<file path="config.mk">
export PLATFORM = sky130hd
export DESIGN_NAME = sine_sample_streamer_flat
export DESIGN_NICKNAME = d
export VERILOG_FILES = /design/src/rtl/sine_sample_streamer_if.sv /design/src/rtl/sine_sample_streamer.sv /design/src/flat_wrapper.sv
export SDC_FILE = /design/constraint.sdc
export NUM_CORES = 1
export LEC_CHECK = 0
export BUFFER_PORTS_ARGS = -buffer_cell sky130_fd_sc_hd__buf_4
export CAP_MARGIN = 0
export CORE_UTILIZATION = 54
export CTS_BUF_LIST = sky130_fd_sc_hd__clkbuf_8
export DETAILED_ROUTE_END_ITERATION = 16
export PLACE_DENSITY_LB_ADDON = 0.2
export SLEW_MARGIN = 20
export SYNTH_ARGS = -nofsm -noshare
export SYNTH_HDL_FRONTEND = slang
export SYNTH_SLANG_ARGS = --single-unit
</file>
<file path="constraint.sdc">
create_clock -name i_clk -period 2 [get_ports i_clk]
set_clock_uncertainty 0.15 [all_clocks]
set_input_delay 0.2 -clock i_clk [delete_from_list [all_inputs] [get_ports i_clk]]
set_output_delay 0.2 -clock i_clk [all_outputs]
set_load 0.01 [all_outputs]
</file>
<file path="src/rtl/sine_sample_streamer_if.sv">
// -----------------------------------------------------------------------------
// sine_sample_streamer_if
//
// Purpose:
//     Groups the two buses of the sine sample streamer into one bundle:
//       - the quarter-wave ROM read bus (address out, data back one edge
//         after the ROM samples the address), and
//       - the downstream sample stream (valid/ready handshake).
//
// Signals:
//     rom_addr      ADDR_W   streamer -> ROM    registered read address
//     rom_data      DATA_W   ROM -> streamer    registered ROM output
//     sample        DATA_W   streamer -> sink   FIFO head sample
//     sample_valid  1        streamer -> sink   FIFO non-empty
//     sample_ready  1        sink -> streamer   sink accepts this cycle
//
// Modports:
//     master  the streamer side (drives rom_addr, sample, sample_valid)
//     slave   the ROM + sink side (drives rom_data, sample_ready)
// -----------------------------------------------------------------------------
interface sine_sample_streamer_if #(
    parameter int ADDR_W = 7,
    parameter int DATA_W = 9
);

    logic [ADDR_W-1:0] rom_addr;
    logic [DATA_W-1:0] rom_data;
    logic [DATA_W-1:0] sample;
    logic              sample_valid;
    logic              sample_ready;

    modport master (
        output rom_addr,
        input  rom_data,
        output sample,
        output sample_valid,
        input  sample_ready
    );

    modport slave (
        input  rom_addr,
        output rom_data,
        input  sample,
        input  sample_valid,
        output sample_ready
    );

endinterface

</file>
<file path="src/rtl/sine_sample_streamer.sv">
// -----------------------------------------------------------------------------
// sine_sample_streamer
//
// Purpose:
//     Read-side sequencer for a quarter-wave sine ROM. A phase accumulator of
//     ADDR_W+2 bits walks the full period; the top two bits select the
//     quadrant and the low ADDR_W bits index the quarter wave. Each issued
//     read is tagged with whether its sample belongs to the negative half,
//     the tag travels down a two-stage pipe alongside the ROM latency, and
//     the returned data is mirrored (by address) or inverted (by value)
//     before being written into a 4-entry output FIFO that feeds a
//     valid/ready stream.
//
// Ports:
//     i_clk     in   1       sole clock, rising edge
//     i_reset   in   1       synchronous active-high reset, clears all state
//     i_enable  in   1       permits issuing new ROM reads
//     i_step    in   ADDR_W  phase increment per issued sample (0 holds)
//     bus       master modport of sine_sample_streamer_if
//                   rom_addr / rom_data : quarter-wave ROM read bus
//                   sample / sample_valid / sample_ready : output stream
//
// Flow control:
//     A read is issued only while (fifo_count + reads in flight) < 4, so every
//     issued read is guaranteed a FIFO slot when it returns. The FIFO can
//     therefore never overflow and no returned sample is ever dropped.
// -----------------------------------------------------------------------------
module sine_sample_streamer #(
    parameter int ADDR_W    = 7,
    parameter int DATA_W    = 9,
    parameter int MAX_VALUE = 511
) (
    input  logic              i_clk,
    input  logic              i_reset,
    input  logic              i_enable,
    input  logic [ADDR_W-1:0] i_step,
    sine_sample_streamer_if.master bus
);

    localparam int PHASE_W    = ADDR_W + 2;
    localparam int FIFO_DEPTH = 4;
    localparam int PTR_W      = 2;
    localparam int CNT_W      = 3;

    // -------------------------------------------------------------------------
    // Registers
    // -------------------------------------------------------------------------
    logic [PHASE_W-1:0] r_phase;
    logic [ADDR_W-1:0]  r_rom_addr;

    // Tag pipe: stage 1 covers the ROM's own register, stage 2 marks the
    // cycle in which rom_data belongs to the tagged read.
    logic               r_tag1_vld;
    logic               r_tag1_inv;
    logic               r_tag2_vld;
    logic               r_tag2_inv;

    logic [DATA_W-1:0]  r_fifo_mem [FIFO_DEPTH];
    logic [PTR_W-1:0]   r_wr_ptr;
    logic [PTR_W-1:0]   r_rd_ptr;
    logic [CNT_W-1:0]   r_fifo_count;

    // -------------------------------------------------------------------------
    // Combinational decode
    // -------------------------------------------------------------------------
    logic [1:0]         w_quad;
    logic [ADDR_W-1:0]  w_index;
    logic [ADDR_W-1:0]  w_addr_next;
    logic [PHASE_W-1:0] w_step_ext;
    logic [CNT_W-1:0]   w_inflight;
    logic [CNT_W:0]     w_credit_used;
    logic               w_issue;
    logic               w_push;
    logic               w_pop;
    logic               w_not_empty;
    logic [DATA_W-1:0]  w_push_data;

    assign w_quad  = r_phase[PHASE_W-1 -: 2];
    assign w_index = r_phase[ADDR_W-1:0];

    // Odd quadrants run the quarter wave backwards. For an all-ones last
    // index, (2**ADDR_W - 1) - i is simply the bitwise complement of i.
    assign w_addr_next = w_quad[0] ? ~w_index : w_index;

    assign w_step_ext = {2'b00, i_step};

    assign w_inflight    = {{(CNT_W-1){1'b0}}, r_tag1_vld}
                         + {{(CNT_W-1){1'b0}}, r_tag2_vld};
    assign w_credit_used = {1'b0, r_fifo_count} + {1'b0, w_inflight};

    // Credit check uses registered counts only; a pop in the same cycle frees
    // its slot one cycle later, which still sustains one issue per cycle.
    assign w_issue = i_enable && (w_credit_used < (CNT_W+1)'(FIFO_DEPTH));

    assign w_not_empty = (r_fifo_count != '0);
    assign w_push      = r_tag2_vld;
    assign w_pop       = w_not_empty && bus.sample_ready;

    // Negative half: reflect the value about full scale. The ROM never holds
    // more than MAX_VALUE, so this cannot wrap.
    assign w_push_data = r_tag2_inv ? (DATA_W'(MAX_VALUE) - bus.rom_data)
                                    : bus.rom_data;

    // -------------------------------------------------------------------------
    // Outputs: all taken straight from registers, no path from sample_ready.
    // -------------------------------------------------------------------------
    assign bus.rom_addr     = r_rom_addr;
    assign bus.sample       = r_fifo_mem[r_rd_ptr];
    assign bus.sample_valid = w_not_empty;

    // -------------------------------------------------------------------------
    // Sequential state
    // -------------------------------------------------------------------------
    always_ff @(posedge i_clk) begin
        if (i_reset) begin
            r_phase      <= '0;
            r_rom_addr   <= '0;
            r_tag1_vld   <= 1'b0;
            r_tag1_inv   <= 1'b0;
            r_tag2_vld   <= 1'b0;
            r_tag2_inv   <= 1'b0;
            r_wr_ptr     <= '0;
            r_rd_ptr     <= '0;
            r_fifo_count <= '0;
            // Cleared so the stream output reads 0 straight after reset.
            for (int k = 0; k < FIFO_DEPTH; k++) begin
                r_fifo_mem[k] <= '0;
            end
        end else begin
            // Issue stage
            if (w_issue) begin
                r_rom_addr <= w_addr_next;
                r_phase    <= r_phase + w_step_ext;
            end

            // Tag pipe advances every cycle; bubbles carry valid=0.
            r_tag1_vld <= w_issue;
            r_tag1_inv <= w_issue && w_quad[1];
            r_tag2_vld <= r_tag1_vld;
            r_tag2_inv <= r_tag1_inv;

            // FIFO write side
            if (w_push) begin
                r_fifo_mem[r_wr_ptr] <= w_push_data;
                r_wr_ptr             <= r_wr_ptr + PTR_W'(1);
            end

            // FIFO read side
            if (w_pop) begin
                r_rd_ptr <= r_rd_ptr + PTR_W'(1);
            end

            // Occupancy; push+pop together leaves it unchanged.
            case ({w_push, w_pop})
                2'b10:   r_fifo_count <= r_fifo_count + CNT_W'(1);
                2'b01:   r_fifo_count <= r_fifo_count - CNT_W'(1);
                default: r_fifo_count <= r_fifo_count;
            endcase
        end
    end

endmodule

</file>
<file path="src/flat_wrapper.sv">
// flat-port wrapper written by rule: the top's interface ports become plain ports
module sine_sample_streamer_flat 
#(
    parameter int ADDR_W    = 7,
    parameter int DATA_W    = 9,
    parameter int MAX_VALUE = 511
)
  (i_clk, i_reset, i_enable, i_step, bus_rom_addr, bus_rom_data, bus_sample, bus_sample_valid, bus_sample_ready);
  sine_sample_streamer_if #(.ADDR_W(ADDR_W), .DATA_W(DATA_W)) bus_i ();
  input  logic i_clk;
  input  logic i_reset;
  input  logic i_enable;
  input  logic [ADDR_W-1:0] i_step;
  output wire logic [$bits(bus_i.rom_addr)-1:0] bus_rom_addr;
  input wire logic [$bits(bus_i.rom_data)-1:0] bus_rom_data;
  output wire logic [$bits(bus_i.sample)-1:0] bus_sample;
  output wire logic [$bits(bus_i.sample_valid)-1:0] bus_sample_valid;
  input wire logic [$bits(bus_i.sample_ready)-1:0] bus_sample_ready;
  assign bus_rom_addr = bus_i.rom_addr;
  assign bus_i.rom_data = bus_rom_data;
  assign bus_sample = bus_i.sample;
  assign bus_sample_valid = bus_i.sample_valid;
  assign bus_i.sample_ready = bus_sample_ready;
  sine_sample_streamer #(.ADDR_W(ADDR_W), .DATA_W(DATA_W), .MAX_VALUE(MAX_VALUE)) u_core (.i_clk(i_clk), .i_reset(i_reset), .i_enable(i_enable), .i_step(i_step), .bus(bus_i));
endmodule
</file>
Word-level counts from Yosys, hierarchy flattened
Memories as Yosys holds them, arrays and structs flattened. A register that Yosys moved wholly into a read port is not among the register bits.
Index checks and enable logic that the tools add are counted.
{"block": "totals", "ff_bits": 27, "mem_bits_rw": 36, "input_bits": 20, "output_inout_bits": 17, "wordCells": 41, "mem_count": 1}
{"name": "u_core.r_fifo_mem", "depth": 4, "word_bits": 9, "read_ports": 1, "rd_clocked_by_memory_dff": 1, "write_ports": 4, "line_no": "sine_sample_streamer.sv:58", "rtl": "logic [DATA_W-1:0] r_fifo_mem [FIFO_DEPTH];"}
{"block": "classes", "add_sub_neg": 8, "order_cmp": 1, "n_eq_ne": 2, "mux": 13, "bitwise_logic": 1, "n_reduce_logical": 6}
{"op": "$mux W9", "n": 2}
{"op": "$add A9 B7 Y9", "n": 1}
{"op": "$reduce_or A9 Y1", "n": 1}
{"op": "$sub A9 B9 Y9 const A", "n": 1}
{"op": "$mux W7", "n": 1}
{"op": "$not A7 Y7", "n": 1}
{"op": "$mux W1", "n": 6}
{"op": "$mux W2", "n": 3}
{"op": "$pmux W3 S2", "n": 1}
{"op": "$add A2 B1 Y2 const B", "n": 2}
{"op": "$add A3 B3 Y4", "n": 1}
{"op": "$lt A4 B3 Y1 const B", "n": 1}
{"op": "$add A3 B1 Y3 const B", "n": 1}
{"op": "$logic_and A1 B1 Y1", "n": 3}
{"op": "$reduce_bool A3 Y1", "n": 1}
{"op": "$sub A3 B1 Y3 const B", "n": 1}
{"op": "$add A1 B1 Y2", "n": 1}
{"op": "$eq A2 B1 Y1 const B", "n": 1}
{"op": "$eq A2 B2 Y1 const B", "n": 1}
{"op": "$reduce_bool A2 Y1", "n": 1}

Depth between registers and ports, before layout
Gate-level depths: netlist of run 1.
{"block": "logic_depth", "word_depth": 5, "depth_mapped": 7, "mapped_depth_nobuf": 7}

Least setup slack after synthesis of run 1
Ideal clock, no wire load.
{"block": "synth_timing", "kind": "reg-to-reg", "from": "register u_core.r_fifo_count[2]", "to": "register u_core.r_fifo_count[2]", "setup_time_ns": 0.070, "t_arrival_ns": 1.739, "required_time_ns": 1.780, "slack_ns": 0.041, "stages_incl_launch_ff": 8, "n_path_buf": 0, "synth_period_minus_slack_ns": 1.959, "path_cell_list": "dfxtp_1 > o31a_1 > ha_1 > inv_1 > fa_1 > xor2_1 > or3_1 > a21oi_1"}
{"block": "synth_between", "elab_chain_cells": 4, "word_cells_on_any_way": 8, "cone_classes": "2 x add/sub; 2 x eq/ne; 1 x mux; 3 x reduce/logical"}
{"item": "start: declaration", "line_no": "sine_sample_streamer.sv:61", "rtl": "logic [CNT_W-1:0] r_fifo_count;"}
{"item": "start signal: assignment", "line_no": "sine_sample_streamer.sv:155", "rtl": "2'b10: r_fifo_count <= r_fifo_count + CNT_W'(1);"}
{"item": "start signal: assignment", "line_no": "sine_sample_streamer.sv:156", "rtl": "2'b01: r_fifo_count <= r_fifo_count - CNT_W'(1);"}
{"item": "start signal: assignment", "line_no": "sine_sample_streamer.sv:157", "rtl": "default: r_fifo_count <= r_fifo_count;"}
{"item": "$reduce_bool A3 Y1 (*)", "line_no": "sine_sample_streamer.sv:95", "rtl": "assign w_not_empty = (r_fifo_count != '0);"}
{"item": "$logic_and A1 B1 Y1 (*)", "line_no": "sine_sample_streamer.sv:97", "rtl": "assign w_pop = w_not_empty && bus.sample_ready;"}
{"item": "net u_core.w_pop", "line_no": "sine_sample_streamer.sv:74", "rtl": "logic w_pop;"}
{"item": "$eq A2 B1 Y1 / $eq A2 B2 Y1 (equally long branches)", "line_no": "sine_sample_streamer.sv:154", "rtl": "case ({w_push, w_pop})"}
{"item": "$pmux W3 S2 / $reduce_bool A2 Y1 (equally long branches)"}
Mark *: on every way through the listed nets, which the timed path passes. The rest lies on a longest branch.
A chain may end at the register's enable or synchronous reset.

Worst setup path after layout of run 1
{"block": "layout_timing", "from": "register u_core.r_phase[1]", "to": "register u_core.r_phase[7]"}
{"block": "layout_between", "elab_chain_cells": 1}
{"item": "start: declaration", "line_no": "sine_sample_streamer.sv:48", "rtl": "logic [PHASE_W-1:0] r_phase;"}
{"item": "start signal: assignment", "line_no": "sine_sample_streamer.sv:133", "rtl": "r_phase <= r_phase + w_step_ext;"}
{"item": "$add A9 B7 Y9", "line_no": "sine_sample_streamer.sv:133"}
Every way passes these cells.

==> implementation parameters, run 1 <==
Parameter                              Value

STA
  Minimum period implied by the final worst setup slack ... between 1500 and 2000 ps
  Worst-case headroom to the max-slew limit ... about three fifths
  Timing-limited maximum frequency ... 513 MHz
  Final setup violation count ... 0
  Slew of the pin with the lowest slew margin ... between 500 and 600 ps
  Final count of hold timing violations ... 0
  Final period utilization ... approximately 100%
  Count of final max-slew check failures ... 0
  Hold WS ... ~120 ps

Clock tree
  Clock tree from TritonCTS ... built
  Number of buffers added by the clock tree synthesis step ... 9
  CTS H-Tree Depth ... 3
  Clk slew on worst S/H paths ... 70 ps
  Clock Latency Late Sink ... between 300 and 400 ps
  CTS Root Cell ... sky130_fd_sc_hd__clkbuf_8
  Clock buffer depth ... 2
  Sinks on Clock Net ... 65

Pwr
  Internal power summed over all cells ... around 2.7 mW
  Switch share ... between 20% and 30%
  Psw ... about 1.0 mW
  Cell area power density ... between 900 and 1000 nW/um^2
  Sequential fraction of design power ... a little over two fifths
  Worst ir drop on vdd ... ~0.53 mV
  Clk pwr share ... between 30% and 40%
  Static Leakage ... roughly 1.6 nW
  Fraction of power consumed by combinational cells ... 27.3%

Floorplanning
  Die outline area ... 6100 sq um
  Die X-Extent ... about 78 microns
  Floorplan die height ... around 78 microns
  Count of standard-cell rows ... 27
  Initial Util ... between 50% and 60%
  Placeable core region ... approximately 5500 sq um
  Number of I/O pins ... 37

Layout
  Leading cell types in the layout, fill and taps excluded ... sky130_fd_sc_hd__nor2_1 (56), sky130_fd_sc_hd__buf_4 (55), sky130_fd_sc_hd__edfxtp_1 (36)
  Most common cell after layout, fill and taps aside ... sky130_fd_sc_hd__nor2_1
  Post-route cell area ... 3870 sq um
  Signed area change from the synthesized netlist to the final layout ... 23.9%
  Util after Layout ... between 60% and 70%
  Number of filler cells placed in the layout ... 414
  Number of nets in the final layout ... 364
  Share of cells above drive strength 1 ... about 28%
  Number of antenna cells inserted ... 0

Worst setup path
  Sort of element at the end of the critical path ... flop
  Nature of the critical path startpoint ... flop
  Path type of the worst setup path ... reg2reg
  Beginning of the critical path ... u_core.r_phase[1]
  Crit Path Max Fanout ... 3
  Critical path data required time ... 2070 ps
  Worst reg2reg startpoint ... u_core.r_phase[1]
  Crit path DAT ... around 2000 ps

Synth
  Mean area per synthesized cell ... approximately 11 sq um
  Mapped cell area ... roughly 3100 sq um
  Register bit count reported by yosys ... 65
  Proportion of netlist area held by the largest area contributor ... approximately a third
  Cell count after synthesis ... approximately 270
  Number of enable flip-flop cells after synthesis ... 36
  Asr flop ratio synth ... 0%
  Dominant synthesized flop cell ... sky130_fd_sc_hd__edfxtp_1
  Synthesis Warnings ... 0
  Biggest area contributors in the synthesized netlist ... sky130_fd_sc_hd__edfxtp_1 (35%), sky130_fd_sc_hd__dfxtp_1 (19%), sky130_fd_sc_hd__nor2_1 (6.7%)
  Seq/Total Area, Yosys ... a little over half
  Synth area leader ... sky130_fd_sc_hd__edfxtp_1
  Number of distinct library cells after synthesis ... 44
  Number of nets produced by synthesis ... 306

GRT
  Number of antenna violations at the first check in global routing ... 0
  Wire length of the first global-routing pass ... approximately 11 mm
  GR Overflow Total ... 0
  Largest net degree at the start of global routing ... 29
  Via count of the first global-routing pass ... 2297
  Combined global-route utilization of all metal layers ... a little under a quarter

Detailed routing
  Routed Antenna Nets ... 0
  Average wire length per cell after detail routing ... between 15 and 20 microns
  Number of iterations in the first detailed-routing pass ... 4
  Top Metal Used ... met4
  Post-DR vias/cell ... 5.56
  Amount of wire on met3 after detailed routing ... 289 microns
  DRC violations left ... 0
  Met2 wirelength from detailed routing ... between 3 and 4 mm
  Met1 Routed Length ... roughly 2.8 mm
  Routed WL ... about 6.6 mm
  Detailed-route via count ... approximately 2300
  Initial drt markers ... approximately 140

Placed design
  Count of port buffers added during placement ... 36
  Area after detailed placement ... roughly 3600 sq um
  Routability congestion estimate from global placement ... approximately 0.81
  DP Wirelength ... about 4.3 mm

Worst hold path
  Worst hold start ... bus_rom_data[3]
  Worst hold path type ... in2reg

Status
  Run status ... completed

Job
  Number of max-cap violations ... 0
logic make-up (layout without fill, tap and decap cells):
| kind of cell | count (synthesis) | count (layout) | share of synthesized area [%] |
|---|---|---|---|
| xor+xnor | 23 | 23 | 6.44 |
| fa+ha+maj | 12 | 12 | 5.28 |
| flops | 65 | 65 | 53.1 |
| simple gates | 105 | 105 | 15.8 |
| mux | 10 | 10 | 6.96 |
| buf+inv | 20 | 83 | 2.76 |
| compound gates | 39 | 39 | 9.56 |
routing by layer:
metal | vias up | track usage, %
met1 | 1105 | 29.8
met4 | 0 | 11.5
li1 | 1103 | -
met5 | - | 0
met2 | 58 | 40.3
met3 | 8 | 3.95
final timing paths:
kind | cells past startpoint | end | slack, ps
worst min-delay path | 3 | u_core.r_fifo_mem[3][3] | 120
worst max register to register | 5 | u_core.r_phase[7] | 50
worst min register to register | 1 | u_core.r_tag2_vld | 320
worst max-delay path | 5 | u_core.r_phase[7] | 50
state kept, by name, indices dropped and copies added (netlist names), named ones only:
| signal | count |
|---|---|
| u_core.r_tag1_inv | 1 |
| u_core.r_fifo_count | 3 |
| u_core.r_phase | 9 |
| u_core.bus.rom_addr | 7 |
| u_core.r_wr_ptr | 2 |
| u_core.r_rd_ptr | 2 |
| u_core.r_fifo_mem | 36 |
| u_core.r_tag1_vld | 1 |
| u_core.r_tag2_inv | 1 |
| u_core.r_tag2_vld | 1 |
layout make-up:
class | instances | area [sq um] | share of cell area (%)
clock buffer | 9 | 124 | 3.20
timing repair buffer | 58 | 468 | 12.1
sequential | 65 | 1660 | 42.9
inverter | 9 | 33.8 | 0.872
tap | 72 | 90.1 | 2.32
clock inverter | 7 | 78.8 | 2.03
multi-input combinational | 189 | 1420 | 36.6
power groups by stage:
stage / clock network, mW / registers [mW] / logic, mW
after global routing: 1.21 / 1.62 / 1.14
final: 1.15 / 1.60 / 1.03
after detailed placement: 0 / 1.63 / 0.974
after global placement: 0 / 1.63 / 0.951
after floorplan: 0 / 1.62 / 0.625
after CTS: 1.17 / 1.60 / 0.995
timing repair:
| item | in CTS | in global routing |
|---|---|---|
| gates resized for setup | 2 | 10 |
| cloned | 0 | 1 |
| hold buffers | 1 | 0 |
| setup buffers | 0 | 1 |
| hold endpoints to repair | 6 | 0 |
| endpoints found under the setup margin | 1 | 7 |
| pin swaps | 0 | 3 |
Yosys cell counts (all sizes together), types with 2 or more instances:
library cell   n
edfxtp        36
o211ai         3
inv            8
nand3          3
nand4          3
a21o           3
o21a           2
nor2          57
o31ai          2
xnor2         18
ha            10
nor3b          2
and3           2
fa             2
or3            4
a21oi          6
o2111ai        2
nand2         16
o21ai          3
nand2b         2
xor2           5
mux4           9
clkbuf         3
a211o          2
nand4b         2
a211oi        11
nor3           8
nor2b          3
dfxtp         29
buf            8
critical path: stages (launching register included):
cell	delay, ps
sky130_fd_sc_hd__dfxtp_2	340
sky130_fd_sc_hd__ha_1	290
sky130_fd_sc_hd__a211o_1	330
sky130_fd_sc_hd__a2111oi_4	340
sky130_fd_sc_hd__nor3_2	100
sky130_fd_sc_hd__mux2_4	300
per-stage QoR:
step	TNS (ps)	worst slack [ps]	instances	total power [mW]
after floorplan	0	40.7	274	2.25
after global placement	0	37.0	390	2.58
after detailed placement	0	23.1	390	2.60
after CTS	0	0.859	407	3.76
after global routing	-11.2	-5.53	409	3.96
final	0	51.0	409	3.79
Note: power is estimated with default switching activity, not from simulation.
==> run 2: changes to the inputs <==
--- a/config.mk
+++ b/config.mk
@@ -5,11 +5,12 @@
 export SDC_FILE = /design/constraint.sdc
 export NUM_CORES = 1
 export LEC_CHECK = 0
-export BUFFER_PORTS_ARGS = -buffer_cell sky130_fd_sc_hd__buf_4
 export CAP_MARGIN = 0
-export CORE_UTILIZATION = 54
+export CORE_UTILIZATION = 58
 export CTS_BUF_LIST = sky130_fd_sc_hd__clkbuf_8
 export DETAILED_ROUTE_END_ITERATION = 16
+export DONT_BUFFER_PORTS = 1
+export GPL_TIMING_DRIVEN = 0
 export PLACE_DENSITY_LB_ADDON = 0.2
 export SLEW_MARGIN = 20
 export SYNTH_ARGS = -nofsm -noshare
==> implementation parameters, run 2 (same netlist as run 1, synthesis figures left out) <==
Parameter                              Value

Status
  Run status ... completed

GRT
  Combined global-route utilization of all metal layers ... 23.7%
  Global routing usage on met3 ... under 10%
  Met1 usage ... between 20 and 30%
  Via count of the first global-routing pass ... between 2000 and 2500
  GRT met2 Usage ... 38.9%
  GR Overflow Total ... 0
  Number of antenna violations at the first check in global routing ... 0
  Largest net degree at the start of global routing ... 12
  Wire length of the first global-routing pass ... approximately 9.6 mm
  Busiest metal layer after global routing ... met2

Floorplanning
  Count of standard-cell rows ... 26
  Placeable core region ... 5140 sq um
  Initial Util ... 60.8%
  Number of I/O pins ... 37
  Die X-Extent ... roughly 75 microns
  Floorplan die height ... around 75 microns
  Die outline area ... 5690 sq um

Placed design
  Setup slack after placement ... -132 ps
  DP Wirelength ... 4.12 mm
  Routability congestion estimate from global placement ... about 0.76
  Count of port buffers added during placement ... 0

Layout
  Util after Layout ... 69.4%
  Area of all sequential standard cells ... between 1500 and 2000 sq um
  Area of the multi-input gates ... roughly 1400 sq um
  Max FFs per register ... 36
  Leading cell types in the layout, fill and taps excluded ... sky130_fd_sc_hd__nor2_1 (56), sky130_fd_sc_hd__edfxtp_1 (36), sky130_fd_sc_hd__dfxtp_1 (23)
  Number of nets in the final layout ... ~330
  Register bank with the most flops ... u_core.r_fifo_mem
  Share of cells above drive strength 1 ... between 15 and 20%
  Signed area change from the synthesized netlist to the final layout ... 14.0%
  Number of filler cells placed in the layout ... a little under 400
  Most common cell after layout, fill and taps aside ... sky130_fd_sc_hd__nor2_1
  Number of antenna cells inserted ... 0

Worst setup path
  Crit path DAT ... ~2000 ps
  Critical path data required time ... between 2000 and 2500 ps
  Path type of the worst setup path ... reg2reg
  End of the worst register-to-register path ... u_core.r_phase[7]
  Crit Path Max Fanout ... 6
  Worst reg2reg startpoint ... u_core.r_tag2_vld
  Sort of element at the end of the critical path ... flop
  Nature of the critical path startpoint ... flop
  Beginning of the critical path ... u_core.r_tag2_vld
  R2R setup slack ... about 42 ps
  Cells on worst reg2reg path ... 6

Clock tree
  Clock buffer depth ... 2
  Clock tree from TritonCTS ... built
  Number of buffers added by the clock tree synthesis step ... 9
  Sinks on Clock Net ... between 60 and 70
  Clk slew on worst S/H paths ... approximately 70 ps
  CTS H-Tree Depth ... 3
  CTS Root Cell ... sky130_fd_sc_hd__clkbuf_8
  Clock Latency Late Sink ... approximately 320 ps

Pwr
  Worst ir drop on vdd ... roughly 0.47 mV
  Static Leakage ... between 1 and 1.5 nW
  Cell area power density ... between 900 and 1000 nW/um^2

Detailed routing
  Detailed-route via count ... approximately 2100
  Post-DR vias/cell ... approximately 5.8
  Initial drt markers ... roughly 120
  Average wire length per cell after detail routing ... ~17 microns
  DRC violations left ... 0
  Routed Antenna Nets ... 0
  Routed WL ... around 6 mm
  Number of iterations in the first detailed-routing pass ... 5

STA
  Final period utilization ... between 90% and 100%
  Unrepaired setup endpoints after global routing ... yes
  Count of final max-slew check failures ... 0
  Worst setup slack after layout ... roughly 42 ps
  Timing-limited maximum frequency ... just over 500 MHz
  Final setup violation count ... 0
  Sum of negative setup slack ... 0 ps
  Final count of hold timing violations ... 0
  Slew of the pin with the lowest slew margin ... 545 ps
  Worst-case headroom to the max-slew limit ... 63.7%
  Minimum period implied by the final worst setup slack ... a little under 2000 ps

Job
  Number of max-cap violations ... 0

Worst hold path
  Number of cells on the worst hold path ... 2
  Worst Hold End ... u_core.r_fifo_mem[1][8]
  Worst hold path type ... in2reg
  Worst hold start ... bus_rom_data[8]
[run 2: per-layer routing]
metal  routed length [microns]  up-vias
met5                         0        -
met4                       154        0
met3                       291       14
met2                      3050       67
met1                      2600     1018
li1                          -     1032
[run 2: critical path: stages, from the launching register on]
cell                       delay (ps)
sky130_fd_sc_hd__dfxtp_2          350
sky130_fd_sc_hd__ha_1             200
sky130_fd_sc_hd__ha_1             220
sky130_fd_sc_hd__nor3b_4          300
sky130_fd_sc_hd__o211ai_1         160
sky130_fd_sc_hd__nor3_2           150
sky130_fd_sc_hd__mux2_4           310
[run 2: worst max-delay path by stage]
| stage | end | depth (start not counted) |
|---|---|---|
| 2_1_floorplan | u_core.r_fifo_count[2] | 7 |
| 3_3_place_gp | u_core.r_phase[7] | 6 |
| 3_5_place_dp | u_core.r_phase[7] | 6 |
| 4_1_cts | u_core.r_phase[7] | 6 |
| 5_1_grt | u_core.r_fifo_count[2] | 7 |
| 6_report | u_core.r_phase[7] | 6 |
[run 2: report_power, final]
group	switching, mW	leakage [nW]	internal (mW)
Combinational	0.442	0.622	0.401
Clock	0.467	0.112	0.631
Sequential	0.0858	0.613	1.53
Total	0.996	1.35	2.57
[run 2: repair_timing]
item / 4_1_cts / 5_1_grt
setup buffers: 3 / 4
resized for setup: 9 / 13
hold endpoints to repair: 2 / 0
setup endpoints to repair: 25 / 44
hold buffers: 2 / 0
pin swaps: 2 / 7
[run 2: layout make-up]
class	count	share of cell area (%)
Buffer	11	1.79
Clock buffer	11	4.25
Clock inverter	5	1.33
Inverter	9	0.948
Multi-Input combinational cell	189	39.8
Sequential cell	65	47.0
Tap cell	70	2.46
Timing Repair Buffer	9	2.39
[run 2: stage by stage]
| step | instances | total power, mW | instance area, sq um | hold slack (ps) |
|---|---|---|---|---|
| after floorplan | 274 | 2.25 | 3130 | 264 |
| after global placement | 344 | 2.37 | 3210 | 275 |
| after detailed placement | 344 | 2.39 | 3210 | 283 |
| after CTS | 365 | 3.53 | 3490 | 16.1 |
| after global routing | 369 | 3.74 | 3560 | 40.7 |
| final | 369 | 3.56 | 3560 | 32.6 |
